`src/rtl/video_pattern_gen.sv`:
```
// Video timing and test-pattern generator producing 16-bit YCbCr 4:2:2 for an HDMI
// transmitter. Timing comes from parameters. It starts once the transmitter reports it
// is configured and drops back to idle whenever that indication goes away.
module video_pattern_gen #(
    parameter int unsigned H_ACTIVE  = 640,
    parameter int unsigned H_FP      = 16,
    parameter int unsigned H_SYNC    = 96,
    parameter int unsigned H_BP      = 48,
    parameter int unsigned V_ACTIVE  = 480,
    parameter int unsigned V_FP      = 10,
    parameter int unsigned V_SYNC    = 2,
    parameter int unsigned V_BP      = 33,
    parameter bit          HSYNC_POL = 1'b0,
    parameter bit          VSYNC_POL = 1'b0,
    parameter int unsigned CHK_LOG2  = 5,
    parameter int unsigned CNT_W     = 12
) (
    input  logic        i_clk,
    input  logic        i_rst,
    input  logic        i_config_ok,
    input  logic [1:0]  i_mode,
    input  logic        i_grayscale,
    output logic        o_hdmi_vsync,
    output logic        o_hdmi_hsync,
    output logic        o_hdmi_de,
    output logic [15:0] o_hdmi_data,
    output logic        o_frame_start,
    output logic [7:0]  o_frame_cnt
);

    localparam int unsigned H_TOTAL = H_ACTIVE + H_FP + H_SYNC + H_BP;
    localparam int unsigned V_TOTAL = V_ACTIVE + V_FP + V_SYNC + V_BP;
    localparam int unsigned BAR_W   = H_ACTIVE / 8;

    localparam logic [CNT_W-1:0] H_LAST   = CNT_W'(H_TOTAL - 1);
    localparam logic [CNT_W-1:0] V_LAST   = CNT_W'(V_TOTAL - 1);
    localparam logic [CNT_W-1:0] H_ACT    = CNT_W'(H_ACTIVE);
    localparam logic [CNT_W-1:0] V_ACT    = CNT_W'(V_ACTIVE);
    localparam logic [CNT_W-1:0] HS_START = CNT_W'(H_ACTIVE + H_FP);
    localparam logic [CNT_W-1:0] HS_END   = CNT_W'(H_ACTIVE + H_FP + H_SYNC);
    localparam logic [CNT_W-1:0] VS_START = CNT_W'(V_ACTIVE + V_FP);
    localparam logic [CNT_W-1:0] VS_END   = CNT_W'(V_ACTIVE + V_FP + V_SYNC);
    localparam logic [CNT_W-1:0] CNT_ONE  = CNT_W'(1);

    localparam logic [15:0] BLANK_DATA = 16'h1080;
    localparam logic [7:0]  Y_WHITE    = 8'd235;
    localparam logic [7:0]  Y_BLACK    = 8'd16;
    localparam logic [7:0]  C_NEUTRAL  = 8'h80;

    typedef enum logic [0:0] {StIdle, StRun} state_e;

    state_e           state_q, state_d;
    logic [CNT_W-1:0] h_cnt, v_cnt;
    logic             run;
    logic             first_pix;

    logic [1:0]       mode_q, mode_eff;
    logic             gray_q, gray_eff;

    logic [2:0]       bar_idx;
    logic [23:0]      bar_ycc;
    logic [7:0]       line_val;
    logic [7:0]       pix_y, pix_cb, pix_cr, pix_c;
    logic             de_c, hs_c, vs_c;
    logic [15:0]      data_c;

    logic             vsync_q, hsync_q, de_q, frame_start_q;
    logic [15:0]      data_q;
    logic [7:0]       frame_cnt_q;

    // Counting only happens while the transmitter stays configured in RUN; a drop of
    // i_config_ok takes effect on the very next edge.
    assign run       = (state_q == StRun) && i_config_ok;
    assign first_pix = (h_cnt == '0) && (v_cnt == '0);

    // Mode and grayscale are latched at the frame origin; pixel (0,0) already uses
    // the freshly sampled values.
    assign mode_eff = first_pix ? i_mode : mode_q;
    assign gray_eff = first_pix ? i_grayscale : gray_q;

    // State register.
    always_ff @(posedge i_clk or posedge i_rst) begin
        if (i_rst) begin
            state_q <= StIdle;
        end else begin
            state_q <= state_d;
        end
    end

    // Next-state logic: idle until configured, back to idle as soon as it is lost.
    always_comb begin
        state_d = state_q;
        case (state_q)
            StIdle:  if (i_config_ok)  state_d = StRun;
            StRun:   if (!i_config_ok) state_d = StIdle;
            default: state_d = StIdle;
        endcase
    end

    // Raster counters: h wraps every line, v advances on h wrap and wraps per frame.
    always_ff @(posedge i_clk or posedge i_rst) begin
        if (i_rst) begin
            h_cnt <= '0;
            v_cnt <= '0;
        end else if (run) begin
            if (h_cnt == H_LAST) begin
                h_cnt <= '0;
                v_cnt <= (v_cnt == V_LAST) ? '0 : v_cnt + CNT_ONE;
            end else begin
                h_cnt <= h_cnt + CNT_ONE;
            end
        end else begin
            h_cnt <= '0;
            v_cnt <= '0;
        end
    end

    // Per-frame pattern controls, captured at the frame origin.
    always_ff @(posedge i_clk or posedge i_rst) begin
        if (i_rst) begin
            mode_q <= 2'd0;
            gray_q <= 1'b0;
        end else if (run && first_pix) begin
            mode_q <= i_mode;
            gray_q <= i_grayscale;
        end
    end

    // Bar index by comparison against constant bar edges instead of a divider.
    always_comb begin
        bar_idx = 3'd0;
        for (int unsigned k = 1; k < 8; k++) begin
            if (h_cnt >= CNT_W'(k * BAR_W)) begin
                bar_idx = bar_idx + 3'd1;
            end
        end
    end

    // BT.601 colour-bar table, packed as {Y, Cb, Cr}.
    always_comb begin
        bar_ycc = {Y_BLACK, C_NEUTRAL, C_NEUTRAL};
        case (bar_idx)
            3'd0:    bar_ycc = {8'd235, 8'd128, 8'd128};
            3'd1:    bar_ycc = {8'd210, 8'd16,  8'd146};
            3'd2:    bar_ycc = {8'd170, 8'd166, 8'd16};
            3'd3:    bar_ycc = {8'd145, 8'd54,  8'd34};
            3'd4:    bar_ycc = {8'd106, 8'd202, 8'd222};
            3'd5:    bar_ycc = {8'd81,  8'd90,  8'd240};
            3'd6:    bar_ycc = {8'd41,  8'd240, 8'd110};
            default: bar_ycc = {8'd16,  8'd128, 8'd128};
        endcase
    end

    // Moving-line column matches the frame count shown alongside the pixel; at the
    // frame origin the counter is about to step, so compare against the stepped value.
    assign line_val = first_pix ? (frame_cnt_q + 8'd1) : frame_cnt_q;

    // Pattern generation and timing decode for the current counter position.
    always_comb begin
        pix_y  = Y_BLACK;
        pix_cb = C_NEUTRAL;
        pix_cr = C_NEUTRAL;
        case (mode_eff)
            2'd0: begin
                pix_y  = bar_ycc[23:16];
                pix_cb = bar_ycc[15:8];
                pix_cr = bar_ycc[7:0];
            end
            2'd1: pix_y = h_cnt[7:0];
            2'd2: pix_y = (h_cnt[CHK_LOG2] ^ v_cnt[CHK_LOG2]) ? Y_WHITE : Y_BLACK;
            default: pix_y = (h_cnt[7:0] == line_val) ? Y_WHITE : Y_BLACK;
        endcase

        // Chroma phase restarts each line since h_cnt does.
        pix_c = h_cnt[0] ? pix_cr : pix_cb;
        if (gray_eff) begin
            pix_c = C_NEUTRAL;
        end

        de_c   = (h_cnt < H_ACT) && (v_cnt < V_ACT);
        data_c = de_c ? {pix_y, pix_c} : BLANK_DATA;
        hs_c   = ((h_cnt >= HS_START) && (h_cnt < HS_END)) ? HSYNC_POL : ~HSYNC_POL;
        vs_c   = ((v_cnt >= VS_START) && (v_cnt < VS_END)) ? VSYNC_POL : ~VSYNC_POL;
    end

    // Output registers: one cycle behind the counters, forced to idle values when not
    // running. The frame counter survives idle and is cleared only by reset.
    always_ff @(posedge i_clk or posedge i_rst) begin
        if (i_rst) begin
            vsync_q       <= ~VSYNC_POL;
            hsync_q       <= ~HSYNC_POL;
            de_q          <= 1'b0;
            data_q        <= BLANK_DATA;
            frame_start_q <= 1'b0;
            frame_cnt_q   <= 8'd0;
        end else if (run) begin
            vsync_q       <= vs_c;
            hsync_q       <= hs_c;
            de_q          <= de_c;
            data_q        <= data_c;
            frame_start_q <= first_pix;
            if (first_pix) begin
                frame_cnt_q <= frame_cnt_q + 8'd1;
            end
        end else begin
            vsync_q       <= ~VSYNC_POL;
            hsync_q       <= ~HSYNC_POL;
            de_q          <= 1'b0;
            data_q        <= BLANK_DATA;
            frame_start_q <= 1'b0;
        end
    end

    assign o_hdmi_vsync  = vsync_q;
    assign o_hdmi_hsync  = hsync_q;
    assign o_hdmi_de     = de_q;
    assign o_hdmi_data   = data_q;
    assign o_frame_start = frame_start_q;
    assign o_frame_cnt   = frame_cnt_q;

endmodule

```
`config.mk`:
```
export PLATFORM = sky130hd
export DESIGN_NAME = video_pattern_gen
export DESIGN_NICKNAME = d
export VERILOG_FILES = /design/src/rtl/video_pattern_gen.sv
export SDC_FILE = /design/constraint.sdc
export NUM_CORES = 1
export LEC_CHECK = 0
export ABC_CLOCK_PERIOD_IN_PS = 5300
export BUFFER_PORTS_ARGS = -buffer_cell sky130_fd_sc_hd__buf_2
export CORE_ASPECT_RATIO = 0.9
export CORE_UTILIZATION = 35
export CTS_BUF_LIST = sky130_fd_sc_hd__clkbuf_4 sky130_fd_sc_hd__clkbuf_8
export DETAILED_ROUTE_END_ITERATION = 6
export GPL_TIMING_DRIVEN = 0
export PLACE_DENSITY = 0.5
export SLEW_MARGIN = 15
export SYNTH_ARGS = -nofsm -noshare
export SYNTH_HDL_FRONTEND = slang
export SYNTH_SLANG_ARGS = --single-unit
```
`constraint.sdc`:
```
create_clock -name i_clk -period 5.3 [get_ports i_clk]
set_input_delay 0.265 -clock i_clk [delete_from_list [all_inputs] [get_ports i_clk]]
set_output_delay 0.265 -clock i_clk [all_outputs]
set_load 0.005 [all_outputs]
```
# [Yosys cells after proc, flatten, opt, wreduce, memory -nomap -nowiden]
# Index checks and enable logic that the tools add are counted.
[totals] ff_bits=56 latch_bits=0 ram_bits=0 rom_bits=0 inputBits=6 out_inout_bits=28 mem_count=0
[op_classes] n_addsub=9 mul=0 n_div=0 magnitude_cmp=13 n_eq_ne=12 shifts=0 mux=32 bitwise_logic=1 n_reduce_logical=10
[op_table] cell="24-bit one-hot mux with 7 select lines" n=1
[op_table] cell="12-bit 2-to-1 mux" n=5
[op_table] cell="8-bit 2-to-1 mux" n=7
[op_table] cell="12-bit by 9-bit greater-or-equal comparator with 1-bit output, second input constant" n=4
[op_table] cell="16-bit 2-to-1 mux" n=2
[op_table] cell="12-bit by 1-bit adder with 12-bit output, second input constant" n=2
[op_table] cell="12-bit by 10-bit equality test with 1-bit output, second input constant" n=2
[op_table] cell="12-bit by 10-bit greater-or-equal comparator with 1-bit output, second input constant" n=2
[op_table] cell="12-bit by 8-bit greater-or-equal comparator with 1-bit output, second input constant" n=2
[op_table] cell="12-bit zero test" n=2
[op_table] cell="12-bit by 10-bit < comparator with 1-bit output, second input constant" n=2
[op_table] cell="12-bit by 9-bit < comparator with 1-bit output, second input constant" n=2
[op_table] cell="8-bit one-hot mux with 3 select lines" n=1
[op_table] cell="3-bit by 1-bit adder with 3-bit output, second input constant" n=6
[op_table] cell="3-bit 2-to-1 mux" n=6
[op_table] cell="12-bit by 7-bit greater-or-equal comparator with 1-bit output, second input constant" n=1
[op_table] cell="3-bit equality test, second input constant" n=3
[op_table] cell="1-bit 2-to-1 mux" n=9
[op_table] cell="8-bit by 1-bit adder with 8-bit output, second input constant" n=1
[op_table] cell="8-bit equality test" n=1
[op_table] cell="3-bit by 2-bit equality test with 1-bit output, second input constant" n=2
[op_table] cell="1-bit logical AND" n=6
[op_table] cell="3-bit by 1-bit equality test with 1-bit output, second input constant" n=1
[op_table] cell="3-bit zero test" n=1
[op_table] cell="other kinds (6)" n=6

# [Logic depth before layout (Yosys ltp)]
[depth] depth_word=21 mapped_depth=26 mapped_depth_nobuf=23

# [Least setup slack after synthesis]
# No wires, ideal clock.
[synth_path] kind="flip-flop to flip-flop" start="register h_cnt[5]" end="register data_q[8], in the netlist o_hdmi_data[8]" setup_time_ns=0.136 t_arrival_ns=4.668 t_required_ns=5.164 slack_ns=0.496 path_stages_with_launch=26 period_less_slack_ns=4.804 cell_sequence="dfrtp_1 > clkbuf_1 > clkbuf_1 > o21ai_0 > nand2_1 > nor2_1 > ha_1 > clkbuf_1 > xor2_1 > ha_1 > a21oi_1 > a211oi_2 > ha_1 > inv_1 > o21ai_0 > ha_1 > a21oi_1 > nor2_1 > ha_1 > nand2b_1 > xnor3_1 > buf_2 > inv_2 > fa_1 > o211ai_1 > a21oi_1"
[synth_between] elab_chain_cells=19
[synth_rtl] item="start: declaration" line_no="53" source="logic [CNT_W-1:0] h_cnt, v_cnt;"
[synth_rtl] item="start signal: assignment" line_no="110" source="h_cnt <= h_cnt + CNT_ONE;"
[synth_rtl] item="12-bit by 7-bit greater-or-equal comparator with 1-bit output" line_no="133" source="if (h_cnt >= CNT_W'(k * BAR_W)) begin"
[synth_rtl] item="1-bit 2-to-1 mux" line_no="133"
[synth_rtl] item="3-bit by 1-bit adder with 3-bit output" line_no="134" source="bar_idx = bar_idx + 3'd1;"
[synth_rtl] item="3-bit 2-to-1 mux" line_no="133"
[synth_rtl] item="3-bit by 1-bit adder with 3-bit output" line_no="134"
[synth_rtl] item="3-bit 2-to-1 mux" line_no="133"
[synth_rtl] item="3-bit by 1-bit adder with 3-bit output" line_no="134"
[synth_rtl] item="3-bit 2-to-1 mux" line_no="133"
[synth_rtl] item="[3 not listed]"
[synth_rtl] item="3-bit 2-to-1 mux" line_no="133"
[synth_rtl] item="3-bit by 1-bit adder with 3-bit output" line_no="134"
[synth_rtl] item="3-bit 2-to-1 mux" line_no="133"
[synth_rtl] item="3-bit equality test, or another cell as far along" line_no="142" source="case (bar_idx)"
[synth_rtl] item="24-bit one-hot mux with 7 select lines" line_no="142"
[synth_rtl] item="8-bit one-hot mux with 3 select lines" line_no="163" source="case (mode_eff)"
[synth_rtl] item="16-bit 2-to-1 mux (*)" line_no="181" source="data_c = de_c ? {pix_y, pix_c} : BLANK_DATA;"
[synth_rtl] item="16-bit 2-to-1 mux (*)" line_no="196" source="end else if (run) begin"
[synth_rtl] item="end signal: assignment" line_no="200" source="data_q <= data_c;"
[synth_rtl] item="end: declaration" line_no="68" source="logic [15:0] data_q;"
# Every way passes the cells marked *; elsewhere a longest branch is shown, timed or not.
# A chain may end at the register's enable or synchronous reset.

# [Worst setup path in the final report]
[layout_path] start="register h_cnt[4]" end="register data_q[8], in the netlist o_hdmi_data[8]"
# The elaborated chain is that of the path after synthesis.

==> impl_results.md <==
* Status: complete, but fails checks
* Failing checks: hold timing
* Most used DFF post-synth: dfrtp_1
* Synth area leader: dfrtp_1
* Seq/Total Area, Yosys at 0.396
* Critical Path Source Type: flop
* Peak supply drop at approximately 0.14 mV
* I/O pins at 34
* Max-slew violation count at 0
* Crit path max fanout at 10
* Initial DRC count at 93
* CP required at 5.49 ns
* Clock root buffer: clkbuf_8
* Full die area at between 0.01 and 0.015 sq mm
* Multi-input logic area at roughly 0.0020 sq mm
* LEAKAGE at 1.80 nW
* DIE HEIGHT at 96.7 microns
* Area occupied by registers at 0.00139 sq mm
* R2R depth at 25
* Worst reg2reg endpoint: o_hdmi_data[8]
* Vias in the first global route at 2834
* H-tree depth at 2
* Placement Rows at 34
* Vias/cell at 5.28
* Count of cell types in the netlist at 69
* Final Core Density at 0.413
* Pwr dens at between 200 and 250 mW/mm^2
* Worst setup margin at 0.470 ns
* Routed WL per cell at 14.8 microns
* RSZ-0062 raised after global routing: no
* Placed Cells at 545
* Placeable Area at 0.00970 sq mm
* Syn_nets at 404
* Setup slack, reg-to-reg at between 0.4 and 0.5 ns
* DRT Pass-1 Iters at 4
* Starting Density at 0.360
* Clock Pin Slew Worst Setup and Hold Paths at 0.11 ns
* Setup Skew at a little over 0.02 ns
* Post-synth EDFFs at 0
* Max-cap viol count at 0
* Hold buffer count at cts at 0
* CTS Buf Count at 5
* Critical path type: reg -> reg
* Global route overflow at 0
* Syn Area/Cell at 9.04 sq um
* FFs w/ async S/R, synth at 1.00
* IO buf count at 32
* Top cells by area, synth: dfrtp_1 (37%), xor2_1 (4.0%), ha_1 (3.9%), xnor2_1 (3.8%), nor2_1 (3.4%)
* Final net count at 445
* Area Overhead vs Synth at 14.7%
* Worst-Margin Slew at 0.706 ns
* Die W at 107 microns
* Clk sinks at 55
* Hold slack at -0.00161 ns
* Worst skew pair latency at 0.32 ns
* Cells after synthesis at 386
* N_diodes at 0
* Post-DP HPWL at 6.18 mm
* HP Class: in -> async
* Layout cell share with drive strength beyond 1 at 0.189
* Placer Congestion at 0.777
* Clock tree buffer depth at 2
* DRT Wirelength at 8.17 mm
* Vias at 2927
* GRT Total Usage at 0.173
* Share of the synthesized area in the top cell type at 0.366
* Final Cycle Share at 0.911
* Final Setup Violations at 0
* Largest net degree at the start of global routing at 29
* CTS tree: yes
* Highest clock rate at 207 MHz
* Fin. Hold Viols at 1
* Critical R2R Launch: h_cnt[4]
* Place WS at -0.273 ns
* Commonest non-fill, non-tap cell in the layout: dfrtp_1
* Highest-count cells in the layout ignoring fill and taps: dfrtp_1 (48), buf_2 (34), nor2_1 (31)
* CP endpoint kind: flop
* First-pass GRT wire length at 14.3 mm
* Slew HR at 0.527
* Fin crit period at 4.83 ns
* Final Non-Filler Cells at 554
* Flip-flop and latch count after synthesis at 55
* Final ANT Viol Nets at 0
* Initial antenna violation count at 0
* Arrival time of the worst setup path at 5.02 ns
* Remaining DRCs at 0
* Yosys warns at 0
* Synth Cell Area at 0.00349 sq mm
* Fill cell count at 971
[worst max-delay path, stage by stage (launching register included)]
cell      delay (ns)
dfrtp_1         0.44
buf_2           0.22
o21ai_0         0.16
nand2_1         0.07
nor2_1          0.15
inv_1           0.07
ha_1            0.23
nor3_2          0.22
a21oi_1         0.07
ha_1            0.28
a21oi_1         0.05
a211oi_2        0.26
ha_1            0.28
inv_1           0.06
o21ai_0         0.09
ha_1            0.29
a21oi_2         0.13
nor2_1          0.07
ha_1            0.18
nand2b_1        0.06
xnor3_2         0.43
clkbuf_4        0.20
inv_2           0.09
fa_1            0.41
o211ai_1        0.09
a21oi_1         0.09
[worst max path at each step]
stage,startpoint,to,slack [ns],depth (start not counted)
after floorplan,h_cnt[5],o_hdmi_data[8],0.50,25
after global placement,h_cnt[6],o_hdmi_data[8],-0.23,25
after detailed placement,h_cnt[6],o_hdmi_data[8],-0.27,25
after CTS,h_cnt[10],o_hdmi_data[8],0.06,24
after global routing,h_cnt[4],o_hdmi_data[8],0.003,25
final,h_cnt[4],o_hdmi_data[8],0.47,25
[Yosys cell counts, types with 3 or more instances]
cell type	count
o21a_1	3
nor4_2	3
o21ai_1	9
a21oi_1	23
or3_1	4
nand4_1	13
inv_2	3
dfrtp_1	51
xor2_1	16
nor2_1	32
mux2_2	5
xnor2_1	15
inv_1	13
nor2b_1	9
nor4_1	7
dfstp_2	4
and3_1	8
o21ai_0	17
nand3_1	18
nand2_1	25
and4_1	7
clkbuf_1	18
nand2b_1	4
o41ai_1	3
nor3_1	10
ha_1	11
o31ai_1	4
[routing by layer]
layer | routed length, microns | vias up | part of all wire | GRT usage
li1 | - | 1461 | - | -
met1 | 4160 | 1411 | 0.51 | 0.257
met5 | 0 | - | 0 | 0
met2 | 3650 | 48 | 0.45 | 0.264
met4 | 70 | 0 | 0.0086 | 0.0369
met3 | 287 | 7 | 0.035 | 0.0270
[per-stage QoR]
stage / instance area, sq um / total power [mW] / setup TNS (ns)
detailed placement: 3830 / 0.702 / -0.451
global placement: 3810 / 0.699 / -0.335
floorplan: 3490 / 0.635 / 0
global route: 4000 / 1.05 / 0
CTS: 3950 / 0.996 / 0
finish: 4000 / 0.983 / 0
[repair_timing]
action,CTS,global route
endpoints found under the setup margin,3,8
setup buffers,0,7
gates resized for setup,4,9
pin swaps,0,3
[registers in the layout, summed over array words and instances, names as in the netlist]
register,cells
gray_q,1
h_cnt,12
mode_q,2
o_frame_cnt,8
o_frame_start,1
o_hdmi_data,15
o_hdmi_de,1
o_hdmi_hsync,1
o_hdmi_vsync,1
state_q,1
v_cnt,12
[report_power, final]
group	internal [mW]	leakage [nW]	total [mW]	switching, mW
Combinational	0.0945	1.02	0.207	0.113
Sequential	0.452	0.727	0.485	0.0327
Clock	0.143	0.0548	0.291	0.148
Total	0.689	1.80	0.983	0.294
[area by class of cell]
type                       instances  share of cell area
buffer                            17              0.0203
clock buffer                       5              0.0172
clock inverter                     3              0.0116
inverter                          17              0.0159
multi-input combinational        291               0.491
sequential                        55               0.346
tap                              126              0.0394
timing repair buffer              40              0.0581
[cells by family after synthesis]
kind of cell,Yosys count,share of synthesized area
mux,8,0.0251
flops,55,0.396
fa+ha+maj,12,0.0452
other cells,1,0.00107
compound gates,82,0.150
xor+xnor,33,0.0910
simple gates,155,0.245
buf+inv,40,0.0470
Note: power is estimated with default switching activity, not from simulation.
